### src/rtl/vjtag_bridge_pkg.sv
// Shared definitions for the virtual-JTAG memory bridge.
// Latency: n/a (package only).
// Backpressure: n/a (package only).
//
// Contents: virtual IR codes, bridge FSM states, STATUS DR bit positions
// and STATUS DR width.
// Optional feature macro: VJTAG_BRIDGE_WRCNT_EN (adds a 16-bit write counter
// to the STATUS DR, widening it from 8 to 24 bits).
package vjtag_bridge_pkg;

  // Virtual IR codes; 110/111 are unassigned and decode as BYPASS.
  localparam logic [2:0] IR_BYPASS = 3'b000;
  localparam logic [2:0] IR_ADDR   = 3'b001;
  localparam logic [2:0] IR_WRITE  = 3'b010;
  localparam logic [2:0] IR_READ   = 3'b011;
  localparam logic [2:0] IR_STATUS = 3'b100;
  localparam logic [2:0] IR_CTRL   = 3'b101;

  typedef enum logic [1:0] {
    ST_IDLE    = 2'd0,
    ST_WR      = 2'd1,
    ST_RD_REQ  = 2'd2,
    ST_RD_WAIT = 2'd3
  } fsm_state_t;

  // Bit positions inside the low status byte.
  localparam int STAT_FSM_BUSY = 0;
  localparam int STAT_ACC_BUSY = 1;
  localparam int STAT_ACC_DONE = 2;
  localparam int STAT_OVERRUN  = 3;

  localparam int STATUS8_W = 8;

`ifdef VJTAG_BRIDGE_WRCNT_EN
  localparam int WRCNT_W  = 16;
  localparam int STATUS_W = STATUS8_W + WRCNT_W;
`else
  localparam int STATUS_W = STATUS8_W;
`endif

  // Assemble the low status byte; upper nibble is reserved and reads 0.
  function automatic logic [STATUS8_W-1:0] pack_status(
    input logic overrun,
    input logic acc_done,
    input logic acc_busy,
    input logic fsm_busy
  );
    logic [STATUS8_W-1:0] s;
    s                = '0;
    s[STAT_OVERRUN]  = overrun;
    s[STAT_ACC_DONE] = acc_done;
    s[STAT_ACC_BUSY] = acc_busy;
    s[STAT_FSM_BUSY] = fsm_busy;
    return s;
  endfunction

endpackage

### src/rtl/vjtag_dr_shifter.sv
// One JTAG data register: parallel capture, LSB-first serial shift, tdo bit.
// Latency: capture/shift take effect on the tck edge where the strobe is high.
// Backpressure: none; strobes are obeyed unconditionally, capture wins over shift.
//
// Ports:
//   tck, rst_n      clock and synchronous active-low reset
//   capture, shift  gated cdr/sdr strobes for this register
//   tdi             serial input, enters at the MSB
//   cap_val         value loaded on capture
//   sr              register contents (update value after a full scan)
//   tdo             current LSB, straight from the register
module vjtag_dr_shifter #(
  parameter int W = 8
) (
  input  logic         tck,
  input  logic         rst_n,
  input  logic         capture,
  input  logic         shift,
  input  logic         tdi,
  input  logic [W-1:0] cap_val,
  output logic [W-1:0] sr,
  output logic         tdo
);

  logic [W-1:0] next_sr;

  generate
    if (W == 1) begin : g_w1
      assign next_sr = tdi;
    end else begin : g_wn
      assign next_sr = {tdi, sr[W-1:1]};
    end
  endgenerate

  always_ff @(posedge tck) begin
    if (!rst_n) begin
      sr <= '0;
    end else if (capture) begin
      sr <= cap_val;
    end else if (shift) begin
      sr <= next_sr;
    end
  end

  // tdo comes only from a flop, so tdi never reaches tdo combinationally.
  assign tdo = sr[0];

endmodule

### src/rtl/vjtag_mem_bridge.sv
// vJtag consumer: virtual-IR decode, DR scans, single-beat memory and accelerator control.
// Latency: memory strobe one tck after udr; read data lands in the read buffer 2 tck after mem_re rises.
// Backpressure: none; an update that needs the busy FSM is dropped and sets sticky overrun.
//
// Ports:
//   tck, rst_n                    clock, synchronous active-low reset
//   tdi, tdo                      serial data from/to vJtag
//   ir_in, ir_out                 current virtual IR, captured-IR status {overrun, acc_done, acc_busy}
//   virtual_state_cdr/sdr/udr/uir vJtag TAP state strobes
//   mem_addr, mem_wdata           memory address and write data
//   mem_we, mem_re                single-tck write/read strobes
//   mem_rdata                     read data, valid one tck after mem_re
//   acc_start                     single-tck downscaler start pulse
//   acc_busy, acc_done            downscaler status levels
// Optional feature macro: VJTAG_BRIDGE_WRCNT_EN (write counter in STATUS DR).
module vjtag_mem_bridge
  import vjtag_bridge_pkg::*;
#(
  parameter int DATA_W = 8,
  parameter int ADDR_W = 16,
  parameter int IR_W   = 3
) (
  input  logic              tck,
  input  logic              rst_n,
  input  logic              tdi,
  output logic              tdo,
  input  logic [IR_W-1:0]   ir_in,
  output logic [IR_W-1:0]   ir_out,
  input  logic              virtual_state_cdr,
  input  logic              virtual_state_sdr,
  input  logic              virtual_state_udr,
  input  logic              virtual_state_uir,
  output logic [ADDR_W-1:0] mem_addr,
  output logic [DATA_W-1:0] mem_wdata,
  output logic              mem_we,
  output logic              mem_re,
  input  logic [DATA_W-1:0] mem_rdata,
  output logic              acc_start,
  input  logic              acc_busy,
  input  logic              acc_done
);

  // ---------------------------------------------------------------------------
  // Instruction decode
  // ---------------------------------------------------------------------------
  logic sel_addr, sel_write, sel_read, sel_data, sel_status, sel_ctrl, sel_bypass;

  assign sel_addr   = (ir_in == IR_ADDR);
  assign sel_write  = (ir_in == IR_WRITE);
  assign sel_read   = (ir_in == IR_READ);
  assign sel_status = (ir_in == IR_STATUS);
  assign sel_ctrl   = (ir_in == IR_CTRL);
  // WRITE and READ share one DATA_W register; only the capture value differs.
  assign sel_data   = sel_write | sel_read;
  // Anything not claimed above (000, 110, 111) is a 1-bit bypass.
  assign sel_bypass = ~(sel_addr | sel_data | sel_status | sel_ctrl);

  // ---------------------------------------------------------------------------
  // State
  // ---------------------------------------------------------------------------
  fsm_state_t        state_q, state_d;
  logic [ADDR_W-1:0] ptr;
  logic [ADDR_W-1:0] ptr_inc;
  logic [DATA_W-1:0] rd_buf;
  logic              overrun;
  logic              fsm_free;
  logic              upd_rd, upd_wr, need_fsm;

  assign ptr_inc  = ptr + ADDR_W'(1);
  assign fsm_free = (state_q == ST_IDLE);
  assign upd_rd   = virtual_state_udr & (sel_addr | sel_read);
  assign upd_wr   = virtual_state_udr & sel_write;
  assign need_fsm = sel_addr | sel_write | sel_read;

  // ---------------------------------------------------------------------------
  // DR capture values
  // ---------------------------------------------------------------------------
  logic [DATA_W-1:0]    rd_cap;
  logic [DATA_W-1:0]    data_cap;
  logic [STATUS8_W-1:0] status8;
  logic [STATUS_W-1:0]  status_cap;

  // A capture landing on the same edge the prefetch completes must see the new
  // word, so forward mem_rdata past the read buffer during RD_WAIT.
  assign rd_cap   = (state_q == ST_RD_WAIT) ? mem_rdata : rd_buf;
  assign data_cap = sel_read ? rd_cap : '0;
  assign status8  = pack_status(overrun, acc_done, acc_busy, ~fsm_free);

`ifdef VJTAG_BRIDGE_WRCNT_EN
  logic [WRCNT_W-1:0] wr_count;

  // Counts issued write strobes; a STATUS update reads-and-clears it.
  always_ff @(posedge tck) begin
    if (!rst_n) begin
      wr_count <= '0;
    end else if (virtual_state_udr && sel_status) begin
      wr_count <= '0;
    end else if (mem_we) begin
      wr_count <= wr_count + WRCNT_W'(1);
    end
  end

  assign status_cap = {wr_count, status8};
`else
  assign status_cap = status8;
`endif

  // ---------------------------------------------------------------------------
  // Data registers
  // ---------------------------------------------------------------------------
  logic [0:0]          byp_sr, ctrl_sr;
  logic [ADDR_W-1:0]   addr_sr;
  logic [DATA_W-1:0]   data_sr;
  logic [STATUS_W-1:0] status_sr;
  logic                byp_tdo, addr_tdo, data_tdo, status_tdo, ctrl_tdo;

  vjtag_dr_shifter #(.W(1)) u_dr_bypass (
    .tck     (tck),
    .rst_n   (rst_n),
    .capture (virtual_state_cdr & sel_bypass),
    .shift   (virtual_state_sdr & sel_bypass),
    .tdi     (tdi),
    .cap_val (1'b0),
    .sr      (byp_sr),
    .tdo     (byp_tdo)
  );

  vjtag_dr_shifter #(.W(ADDR_W)) u_dr_addr (
    .tck     (tck),
    .rst_n   (rst_n),
    .capture (virtual_state_cdr & sel_addr),
    .shift   (virtual_state_sdr & sel_addr),
    .tdi     (tdi),
    .cap_val (ptr),
    .sr      (addr_sr),
    .tdo     (addr_tdo)
  );

  vjtag_dr_shifter #(.W(DATA_W)) u_dr_data (
    .tck     (tck),
    .rst_n   (rst_n),
    .capture (virtual_state_cdr & sel_data),
    .shift   (virtual_state_sdr & sel_data),
    .tdi     (tdi),
    .cap_val (data_cap),
    .sr      (data_sr),
    .tdo     (data_tdo)
  );

  vjtag_dr_shifter #(.W(STATUS_W)) u_dr_status (
    .tck     (tck),
    .rst_n   (rst_n),
    .capture (virtual_state_cdr & sel_status),
    .shift   (virtual_state_sdr & sel_status),
    .tdi     (tdi),
    .cap_val (status_cap),
    .sr      (status_sr),
    .tdo     (status_tdo)
  );

  vjtag_dr_shifter #(.W(1)) u_dr_ctrl (
    .tck     (tck),
    .rst_n   (rst_n),
    .capture (virtual_state_cdr & sel_ctrl),
    .shift   (virtual_state_sdr & sel_ctrl),
    .tdi     (tdi),
    .cap_val (1'b0),
    .sr      (ctrl_sr),
    .tdo     (ctrl_tdo)
  );

  // Shifted-in contents of BYPASS and STATUS carry no meaning.
  logic unused_sr;
  assign unused_sr = ^{byp_sr, status_sr};

  always_comb begin
    tdo = byp_tdo;
    if (sel_addr) begin
      tdo = addr_tdo;
    end else if (sel_data) begin
      tdo = data_tdo;
    end else if (sel_status) begin
      tdo = status_tdo;
    end else if (sel_ctrl) begin
      tdo = ctrl_tdo;
    end
  end

  // ---------------------------------------------------------------------------
  // Memory access FSM
  // ---------------------------------------------------------------------------
  always_ff @(posedge tck) begin
    if (!rst_n) begin
      state_q <= ST_IDLE;
    end else begin
      state_q <= state_d;
    end
  end

  always_comb begin
    state_d = state_q;
    mem_we  = 1'b0;
    mem_re  = 1'b0;
    case (state_q)
      ST_IDLE: begin
        if (upd_rd) begin
          state_d = ST_RD_REQ;
        end else if (upd_wr) begin
          state_d = ST_WR;
        end
      end
      ST_WR: begin
        mem_we  = 1'b1;
        state_d = ST_IDLE;
      end
      ST_RD_REQ: begin
        mem_re  = 1'b1;
        state_d = ST_RD_WAIT;
      end
      ST_RD_WAIT: begin
        state_d = ST_IDLE;
      end
      default: begin
        state_d = ST_IDLE;
      end
    endcase
  end

  // ---------------------------------------------------------------------------
  // Update handling: pointer, memory address/data, accelerator pulse, overrun
  // ---------------------------------------------------------------------------
  always_ff @(posedge tck) begin
    if (!rst_n) begin
      ptr       <= '0;
      rd_buf    <= '0;
      overrun   <= 1'b0;
      mem_addr  <= '0;
      mem_wdata <= '0;
      acc_start <= 1'b0;
      ir_out    <= '0;
    end else begin
      acc_start <= 1'b0;

      if (state_q == ST_RD_WAIT) begin
        rd_buf <= mem_rdata;
      end

      if (virtual_state_uir) begin
        ir_out <= {overrun, acc_done, acc_busy};
      end

      if (virtual_state_udr) begin
        if (need_fsm && !fsm_free) begin
          // Memory update while an access is still in flight: drop it whole.
          overrun <= 1'b1;
        end else if (sel_addr) begin
          ptr      <= addr_sr;
          mem_addr <= addr_sr;
        end else if (sel_write) begin
          mem_wdata <= data_sr;
          mem_addr  <= ptr;
          ptr       <= ptr_inc;
        end else if (sel_read) begin
          // Advance past the word just read out and prefetch the next one.
          ptr      <= ptr_inc;
          mem_addr <= ptr_inc;
        end else if (sel_ctrl && ctrl_sr[0]) begin
          if (acc_busy) begin
            overrun <= 1'b1;
          end else begin
            acc_start <= 1'b1;
          end
        end else if (sel_status) begin
          overrun <= 1'b0;
        end
      end
    end
  end

endmodule

### config.mk
export PLATFORM = sky130hd
export DESIGN_NAME = vjtag_mem_bridge
export DESIGN_NICKNAME = d
export VERILOG_FILES = /design/src/rtl/vjtag_bridge_pkg.sv /design/src/rtl/vjtag_dr_shifter.sv /design/src/rtl/vjtag_mem_bridge.sv
export SDC_FILE = /design/constraint.sdc
export NUM_CORES = 1
export LEC_CHECK = 0
export BUFFER_PORTS_ARGS = -buffer_cell sky130_fd_sc_hd__buf_4
export CORE_ASPECT_RATIO = 1.25
export CORE_MARGIN = 3
export CORE_UTILIZATION = 41
export CTS_BUF_LIST = sky130_fd_sc_hd__clkbuf_8
export CTS_CLUSTER_DIAMETER = 100
export CTS_CLUSTER_SIZE = 8
export DETAILED_ROUTE_END_ITERATION = 16
export GPL_TIMING_DRIVEN = 0
export PLACE_DENSITY = 0.69
export SYNTH_ARGS = -nofsm -noshare
export SYNTH_HDL_FRONTEND = slang
export SYNTH_SLANG_ARGS = --single-unit
### constraint.sdc
create_clock -name tck -period 2.7 [get_ports tck]
set_input_delay 0.135 -clock tck [delete_from_list [all_inputs] [get_ports tck]]
set_output_delay 0.135 -clock tck [all_outputs]
set_load 0.01 [all_outputs]
==> results of run 1 <==
-- registers in the layout, summed over array words and instances, names as in the netlist, 3 cells and up --
| register | cells |
|---|---|
| ir_out | 3 |
| mem_addr | 16 |
| mem_wdata | 8 |
| ptr | 16 |
| rd_buf | 8 |
| u_dr_addr.sr | 16 |
| u_dr_data.sr | 8 |
| u_dr_status.sr | 8 |
-- placed cells by master, fill, tap and decap left out, drive strengths merged, types with 3 or more instances in the layout --
master	n
a211oi	12
a21o	3
a21oi	50
a22oi	10
a2bb2oi	3
a31oi	7
and3	5
buf	67
clkbuf	35
dfxtp	89
inv	11
mux2i	26
nand2	54
nand3	20
nand4	3
nor2	95
nor3	10
nor3b	4
nor4	6
o211ai	3
o21ai	52
o22ai	7
o2bb2ai	4
o31ai	3
or3	6
xnor2	3
xor2	5
-- synth_stat cells, types with 3 or more instances --
master / count
sky130_fd_sc_hd__a22oi_1: 10
sky130_fd_sc_hd__dfxtp_1: 89
sky130_fd_sc_hd__o31ai_1: 3
sky130_fd_sc_hd__or3_1: 5
sky130_fd_sc_hd__nor2_1: 94
sky130_fd_sc_hd__a2bb2oi_1: 3
sky130_fd_sc_hd__o22ai_1: 7
sky130_fd_sc_hd__nand4_1: 3
sky130_fd_sc_hd__nand3_1: 19
sky130_fd_sc_hd__and3_1: 4
sky130_fd_sc_hd__mux2i_1: 26
sky130_fd_sc_hd__o211ai_1: 3
sky130_fd_sc_hd__o2bb2ai_1: 4
sky130_fd_sc_hd__nand2_1: 54
sky130_fd_sc_hd__nor4_1: 6
sky130_fd_sc_hd__buf_2: 11
sky130_fd_sc_hd__a211oi_1: 12
sky130_fd_sc_hd__inv_1: 7
sky130_fd_sc_hd__a21o_1: 3
sky130_fd_sc_hd__a21oi_1: 50
sky130_fd_sc_hd__o21ai_0: 51
sky130_fd_sc_hd__clkbuf_1: 23
sky130_fd_sc_hd__xnor2_1: 3
sky130_fd_sc_hd__a31oi_1: 7
sky130_fd_sc_hd__xor2_1: 5
sky130_fd_sc_hd__nor3_1: 8
sky130_fd_sc_hd__buf_4: 7
-- logic make-up (layout without fill, tap and decap cells) --
group	after synthesis	after routing	synth area share [%]
flip-flops	89	89	40.5
AND/OR/NAND/NOR	215	215	22.8
adder cells (fa/ha/maj)	1	1	0.284
buffers and inverters	53	116	5.66
AO/OA/AOI/OAI	169	169	23.2
XOR/XNOR	8	8	1.59
multiplexers	26	26	5.92
-- worst max-delay path: cells and delay by family (launching register included) --
family	cells	cell delay, ns
DFF	1	0.48
AOI/OAI and AO/OA	3	0.47
adders and majority gates	1	0.27
and+or+nand+nor	2	0.90
-- final cells by class --
cell class,instances,area [sq um]
Multi-Input combinational cell,419,2370
Clock buffer,10,138
Timing Repair Buffer,47,353
Sequential cell,89,1780
Inverter,8,30.0
Fill cell,1029,5140
Clock inverter,6,72.6
Buffer,45,219
Tap cell,129,161
-- power by group --
group          leakage, nW  internal [mW]  switching (mW)
sequential           0.722           1.35          0.0312
clock                0.104          0.465           0.529
combinational         1.12          0.108           0.193
-- layer usage --
layer	up-vias	track usage, %	wire, um
li1	2105	-	-
met1	2063	28.3	5500
met3	37	4.30	1000
met2	210	38.3	6350
met4	0	8.80	408
met5	-	0	0
-- final timing paths --
kind | to | cells past startpoint | slack (ns)
max | mem_addr[12] | 6 | 0.45
min | ir_out[1] | 3 | 0.005
min reg2reg | mem_addr[4] | 2 | 0.46
max reg2reg | mem_addr[12] | 6 | 0.45
==> key figures, run 1 <==
Setup path
  • Delay of the slowest critical-path stage: 0.60 ns
  • Critical path launch point type: flip-flop
  • Critical Path Sink Type: flip-flop
  • Critical Path RT: 2.96 ns
  • Cell Chain, Critical Path: ha_1 -> nand3_1 -> or4_4 -> o21a_1 -> o21ai_0 -> a31oi_1
  • WS Path Type: flip-flop to flip-flop
  • Start of the worst register-to-register path: ptr[0]
  • Largest fanout on the critical path: 8
  • Critical Path AT: 2.51 ns
  • Startpoint of the worst setup timing path: ptr[0]
  • Cell with the largest stage delay on the worst path: sky130_fd_sc_hd__or4_4

Synthesis
  • Count of distinct cell types in the synthesized netlist: 62
  • Main flop type after synthesis: sky130_fd_sc_hd__dfxtp_1
  • Biggest area consumer among synthesized cells: sky130_fd_sc_hd__dfxtp_1
  • Post-synthesis cell count: 561
  • Fraction of registers with async set or reset after synthesis: 0%
  • Sequential-to-total area share from yosys stat: 40.5%
  • Post-synthesis average cell area: 7.84 sq um
  • Fraction of synthesized cell area taken by the top area cell type: 40.5%
  • Number of nets produced by synthesis: 582
  • Cells taking the most area after synthesis: sky130_fd_sc_hd__dfxtp_1 41%, sky130_fd_sc_hd__nor2_1 8.0%, sky130_fd_sc_hd__mux2i_1 5.9%
  • Register bit count reported by yosys: 89
  • Number of synthesized flops with an enable pin: 0
  • Yosys synthesis warning count: 0
  • Synthesized cell area: 0.00440 sq mm

Floorplanning
  • IO Count: 51
  • Chip width: 98.6 um
  • Effective utilization at floorplan: 42.9%
  • Core area: 0.0103 sq mm
  • Die height: 122 um
  • Die area: 0.0120 sq mm
  • Core Rows: 41

Clocking
  • Total clock buffers created by CTS: 9
  • Clock input transition at the sequential cells of the worst setup and hold paths: 0.10 ns
  • Cells resized by post-CTS repair: 0
  • Cts hold-fix bufs: 0
  • H-tree depth: 3
  • Largest buffer count on any clock path: 2
  • CTS tree: yes
  • Later-pin clock latency in the skew report: 0.38 ns
  • Clock Root Buffer: sky130_fd_sc_hd__clkbuf_8
  • Clock sinks: 89
  • Number of buffers inserted by post-CTS setup repair: 0

Placement
  • Setup slack after placement: 0.502 ns
  • Dpl hpwl: 9370 um
  • Count of placed standard cells including taps: 737
  • Final estimated routing congestion in global placement: 0.945
  • # port buffers: 47
  • Area after detailed placement: 0.00491 sq mm

Final layout
  • Final Net Count: 640
  • Final design utilization: 49.9%
  • Final antenna diode count: 0
  • Share of layout cells above drive strength 1: 15.5%
  • Signed area change from the synthesized netlist to the final layout: 16.5%
  • Number of non-filler instances in the completed layout: 753
  • Post-route cell area: 0.00512 sq mm

Timing
  • Period utilization: 83.2%
  • # setup viols final: 0
  • Time the worst path needs with I/O delays and setup: 2.25 ns
  • Final Skew: 0.00616 ns
  • RSZ-0062 raised after global routing: false
  • Max transition margin: 47.2%
  • Setup TNS: 0 ns
  • Transition time at the pin with the least slew margin: 0.786 ns
  • Tightest hold margin: 0.00455 ns
  • Highest attainable clock frequency: 445 MHz
  • Total count of hold-check failures in the final report: 0
  • Number of slew-limit violations in the final report: 0
  • Worst-case setup margin in the final layout: 0.455 ns

GRT
  • Via count of the first global-routing pass: 4202
  • Antenna violations before repair: 0
  • Global-route total usage across every layer: 22.6%
  • First-pass GRT wire length: 21600 um
  • Gr ovfl total: 0
  • Maximum number of pins on one net before global-route repair: 17

Pwr
  • Power density cells: 522 mW/mm^2
  • Overall power after layout: 2.67 mW
  • Highest ir drop seen on vdd: 0.350 mV
  • Leakage: 1.95 nW

Min path
  • Worst min-delay path category: input port to flip-flop
  • Hold Path Origin: acc_done

Status
  • Result of the run: completed

Drt
  • Vias per inst: 5.86
  • Vias after detailed routing: 4415
  • DR pass1 iterations: 5
  • Total wire length after detailed routing: 13300 um
  • Drt drc: 0
  • Wire length per cell: 17.6 um
  • Initial DRC Count: 422
  • Number of nets with antenna violations after routing: 0

Flow run
  • Max-cap violation count: 0
(Power assumes the default switching activity.)
==> run 2, diff against run 1 <==
==> constraint.sdc (replaced) <==
create_clock -name tck -period 2.1 [get_ports tck]
set_input_delay 0.105 -clock tck [delete_from_list [all_inputs] [get_ports tck]]
set_output_delay 0.105 -clock tck [all_outputs]
set_load 0.01 [all_outputs]
==> run 2 against run 1 <==
Effect of this change: the flow now finishes with violations (hold timing); clock-buffer cell count is the same; sequential cell count is the same; routed wire length grew 2.4%; non-clock buffer count grew 9; die area is the same; final cell count grew 1.2%.
==> key figures, run 2 (synthesized netlist as in run 1, its figures left out) <==
Timing
  • RSZ-0062 raised after global routing: false
  • Max transition margin: 48.8%
  • Setup TNS: 0 ns
  • Period utilization: 98.3%
  • Total count of hold-check failures in the final report: 1
  • Tightest hold margin: -0.00309 ns
  • Highest attainable clock frequency: 484 MHz
  • Time the worst path needs with I/O delays and setup: 2.07 ns
  • Transition time at the pin with the least slew margin: 0.762 ns
  • Worst-case setup margin in the final layout: 0.0349 ns
  • # setup viols final: 0
  • Final Skew: 0.00622 ns
  • Number of slew-limit violations in the final report: 0

Clocking
  • Later-pin clock latency in the skew report: 0.38 ns
  • Clock Root Buffer: sky130_fd_sc_hd__clkbuf_8
  • Number of buffers inserted by post-CTS setup repair: 0
  • H-tree depth: 3
  • CTS tree: yes
  • Clock input transition at the sequential cells of the worst setup and hold paths: 0.10 ns
  • Total clock buffers created by CTS: 9
  • Largest buffer count on any clock path: 2
  • Clock sinks: 89

Status
  • Result of the run: finished, violations left
  • Failing checks: hold timing

GRT
  • Antenna violations before repair: 0
  • Maximum number of pins on one net before global-route repair: 17
  • Gr ovfl total: 0
  • First-pass GRT wire length: 21900 um
  • Global-route total usage across every layer: 22.9%
  • Via count of the first global-routing pass: 4265

Floorplanning
  • Core area: 0.0103 sq mm
  • Die area: 0.0120 sq mm
  • Die height: 122 um
  • Chip width: 98.6 um
  • Core Rows: 41
  • IO Count: 51
  • Effective utilization at floorplan: 42.9%

Drt
  • Drt drc: 0
  • Initial DRC Count: 370
  • DR pass1 iterations: 5
  • Number of nets with antenna violations after routing: 0
  • Total wire length after detailed routing: 13600 um
  • Wire length per cell: 17.8 um
  • Vias after detailed routing: 4442
  • Vias per inst: 5.83

Final layout
  • Most frequent cells in the layout: 92 x sky130_fd_sc_hd__nor2_1, 87 x sky130_fd_sc_hd__dfxtp_1, 54 x sky130_fd_sc_hd__buf_4, 54 x sky130_fd_sc_hd__nand2_1, 51 x sky130_fd_sc_hd__o21ai_0
  • Final Net Count: 649
  • Commonest non-fill, non-tap cell in the layout: sky130_fd_sc_hd__nor2_1
  • Share of layout cells above drive strength 1: 16.6%
  • Final design utilization: 51.0%
  • Signed area change from the synthesized netlist to the final layout: 19.0%
  • Final antenna diode count: 0
  • Registers with the most flip-flops: mem_addr: 16 flops, ptr: 16 flops, u_dr_addr.sr: 16 flops

Setup path
  • Critical Path Sink Type: flip-flop
  • Cell Chain, Critical Path: ha_2 -> nand3_2 -> or4_4 -> o21a_1 -> o21ai_0 -> a31oi_1
  • Critical Path AT: 2.33 ns
  • Critical path launch point type: flip-flop
  • Largest fanout on the critical path: 8
  • WS Path Type: flip-flop to flip-flop
  • Delay of the slowest critical-path stage: 0.57 ns
  • Critical Path RT: 2.36 ns
  • Cell with the largest stage delay on the worst path: sky130_fd_sc_hd__or4_4

Pwr
  • Leakage: 1.99 nW
  • Power density cells: 660 mW/mm^2
  • Overall power after layout: 3.46 mW
  • Highest ir drop seen on vdd: 0.453 mV

Placement
  • Dpl hpwl: 9370 um
  • Final estimated routing congestion in global placement: 0.945
  • Setup slack after placement: -0.0983 ns
  • # port buffers: 47

Flow run
  • Max-cap violation count: 0

Min path
  • Worst min-delay path category: input port to flip-flop
-- run 2: metrics by stage --
stage	instance area, sq um	instances
global placement	4910	737
floorplan	4400	561
detailed placement	4910	737
finish	5240	762
global route	5240	762
CTS	5220	762
-- run 2: layer usage --
layer  wire length [um]  part of all wire [%]  vias to the layer above  track usage [%]
li1                   -                     -                     2128                -
met1               5710                    42                     2089             28.3
met2               6600                    49                      190             39.1
met3                907                   6.7                       35             4.47
met4                365                   2.7                        0             8.97
met5                  0                     0                        -                0
-- run 2: what timing repair did --
action	CTS	global route
hold endpoints to repair	9	0
endpoints found under the setup margin	4	17
cloned	0	0
gates resized for setup	3	6
hold buffers	9	0
-- run 2: final cells by class --
cell class                 count  area [sq um]
inverter                       8          30.0
fill                        1019          5020
tap                          129           161
clock inverter                 6          72.6
timing repair buffer          56           443
buffer                        45           220
clock buffer                  10           138
sequential                    89          1780
multi-input combinational    419          2390
-- run 2: worst paths after layout --
check,startpoint,endpoint,slack (ns),cells past startpoint
max,ptr[0],mem_addr[12],0.03,6
min,acc_busy,ir_out[0],-0.003,3
max reg2reg,ptr[0],mem_addr[12],0.03,6
min reg2reg,mem_addr[4],mem_addr[4],0.46,2
-- run 2: power by group --
group	leakage (nW)	internal, mW	switching (mW)
combinational	1.16	0.151	0.252
sequential	0.723	1.73	0.0412
clock	0.104	0.597	0.680
total	1.99	2.48	0.974
-- run 2: worst max-delay path, delay by kind of cell, from the launching register on --
family | cells | cell delay [ns]
simple gates | 2 | 0.78
compound gates | 3 | 0.49
flops | 1 | 0.42
fa+ha+maj | 1 | 0.25
==> run 3, diff against run 2 <==
--- a/config.mk
+++ b/config.mk
@@ -14,7 +14,7 @@
 export CTS_CLUSTER_SIZE = 8
 export DETAILED_ROUTE_END_ITERATION = 16
 export GPL_TIMING_DRIVEN = 0
-export PLACE_DENSITY = 0.69
+export PLACE_DENSITY = 0.61
 export SYNTH_ARGS = -nofsm -noshare
 export SYNTH_HDL_FRONTEND = slang
 export SYNTH_SLANG_ARGS = --single-unit
==> run 3 against run 2 <==
Effect of this change: the run still ends with hold timing left; clock skew is 0.0082 ns higher; clock-buffer cell count is 1 lower; global-route usage up 0.68 points; worst setup slack better by 0.11 ns; critical path type unchanged; sequential power about the same; design area barely moved; non-clock buffer count shrank 1; register-to-register slack gained 0.11 ns; sequential cell count unchanged; final cell count decreased by 0.13%; highest routed layer unchanged.
==> key figures, run 3 (synthesized netlist as in run 1, its figures left out) <==
GRT
  • Global-route total usage across every layer: 23.6%
  • First-pass GRT wire length: 22400 um
  • Via count of the first global-routing pass: 4316
  • Gr ovfl total: 0
  • Antenna violations before repair: 0
  • Maximum number of pins on one net before global-route repair: 19

Final layout
  • Final Net Count: 648
  • Commonest non-fill, non-tap cell in the layout: sky130_fd_sc_hd__nor2_1
  • Final antenna diode count: 0
  • Registers with the most flip-flops: mem_addr: 16 flops, ptr: 16 flops, u_dr_addr.sr: 16 flops
  • Signed area change from the synthesized netlist to the final layout: 19.1%
  • Share of layout cells above drive strength 1: 16.6%
  • Most frequent cells in the layout: 93 x sky130_fd_sc_hd__nor2_1, 87 x sky130_fd_sc_hd__dfxtp_1, 54 x sky130_fd_sc_hd__buf_4, 54 x sky130_fd_sc_hd__nand2_1, 51 x sky130_fd_sc_hd__o21ai_0
  • Final design utilization: 51.1%

Timing
  • Transition time at the pin with the least slew margin: 0.718 ns
  • Total count of hold-check failures in the final report: 2
  • Time the worst path needs with I/O delays and setup: 1.96 ns
  • Max transition margin: 52.1%
  • Period utilization: 93.2%
  • Highest attainable clock frequency: 511 MHz
  • Final Skew: 0.0145 ns
  • Number of slew-limit violations in the final report: 0
  • RSZ-0062 raised after global routing: false
  • Tightest hold margin: -0.00179 ns
  • # setup viols final: 0

Setup path
  • Critical Path AT: 2.23 ns
  • Delay of the slowest critical-path stage: 0.53 ns
  • Critical path launch point type: flip-flop
  • Cell with the largest stage delay on the worst path: sky130_fd_sc_hd__or4_4
  • Critical path depth: 6
  • Count of cells along the worst register-to-register path: 6
  • Category of cells accounting for the largest share of critical-path delay: simple AND/OR/NAND/NOR gates
  • Critical Path RT: 2.37 ns
  • Largest fanout on the critical path: 8
  • Number of buffers and inverters on the critical path: 0
  • Cell Chain, Critical Path: ha_2 -> nand3_4 -> or4_4 -> o21a_1 -> o21ai_0 -> a31oi_1
  • Critical Path Sink Type: flip-flop
  • WS Path Type: flip-flop to flip-flop

Status
  • Failing checks: hold timing
  • Result of the run: finished, violations left

Placement
  • Final estimated routing congestion in global placement: 0.947
  • Dpl hpwl: 9540 um
  • # port buffers: 47

Floorplanning
  • Die area: 0.0120 sq mm
  • Effective utilization at floorplan: 42.9%
  • Core area: 0.0103 sq mm
  • Chip width: 98.6 um
  • Core Rows: 41
  • IO Count: 51
  • Die height: 122 um

Flow run
  • Max-cap violation count: 0

Drt
  • Total wire length after detailed routing: 13600 um
  • Vias after detailed routing: 4456
  • Drt drc: 0
  • Initial DRC Count: 364
  • Wire length per cell: 17.9 um
  • DR pass1 iterations: 7
  • Number of nets with antenna violations after routing: 0
  • Vias per inst: 5.86

Pwr
  • Power density cells: 667 mW/mm^2
  • Leakage: 1.99 nW
  • Highest ir drop seen on vdd: 0.463 mV
  • Overall power after layout: 3.50 mW

Clocking
  • Total clock buffers created by CTS: 9
  • Later-pin clock latency in the skew report: 0.38 ns
  • Clock sinks: 89
  • H-tree depth: 3
  • Largest buffer count on any clock path: 2
  • Clock Root Buffer: sky130_fd_sc_hd__clkbuf_8
  • CTS tree: yes
  • Clock input transition at the sequential cells of the worst setup and hold paths: 0.10 ns

Min path
  • Worst min-delay path category: input port to flip-flop
  • Cell depth of the worst min-delay path: 3
-- run 3: repair_timing --
| action | 4_1_cts | 5_1_grt |
|---|---|---|
| hold buffers | 8 | 0 |
| buffers inserted | 0 | 0 |
| endpoints found under the hold margin | 8 | 0 |
| setup endpoints to repair | 3 | 20 |
| gates resized for setup | 2 | 8 |
-- run 3: final timing paths --
path / startpoint / end / slack, ns
max: ptr[0] / mem_addr[12] / 0.14
min: mem_rdata[7] / rd_buf[7] / -0.002
max reg2reg: ptr[0] / mem_addr[12] / 0.14
min reg2reg: mem_addr[4] / mem_addr[4] / 0.46
-- run 3: power breakdown --
group	internal [mW]	total [mW]	switching (mW)
Combinational	0.149	0.400	0.250
Clock	0.588	1.32	0.734
Sequential	1.73	1.78	0.0405
-- run 3: layout make-up --
| type | count | area (sq um) |
|---|---|---|
| buffer | 45 | 220 |
| inverter | 8 | 30.0 |
| clock inverter | 7 | 91.3 |
| multi-input combinational | 419 | 2400 |
| sequential | 89 | 1780 |
| fill | 1056 | 5020 |
| clock buffer | 9 | 124 |
| timing repair buffer | 55 | 433 |
| tap | 129 | 161 |
-- run 3: layer usage --
metal / GRT usage (%) / vias to the layer above / wire [um]
li1: - / 2128 / -
met1: 30.4 / 2126 / 5790
met2: 39.9 / 178 / 6690
met3: 2.58 / 24 / 810
met4: 10.1 / 0 / 339
met5: 0 / - / 0
-- run 3: worst register-to-register path, delay by kind of cell (launching register included) --
family                   cells  cell delay, ns
flip-flops                   1            0.42
AO/OA/AOI/OAI                3            0.48
AND/OR/NAND/NOR              2            0.68
adder cells (fa/ha/maj)      1            0.26
-- run 3: per-stage QoR --
step,setup WS [ns],cells,TNS [ns],cell area (sq um)
2_1_floorplan,0.234,561,0,4400
3_3_place_gp,-0.118,737,-0.191,4910
3_5_place_dp,-0.137,737,-0.316,4910
4_1_cts,0.0239,761,0,5210
5_1_grt,0.0383,761,0,5240
6_report,0.143,761,0,5240
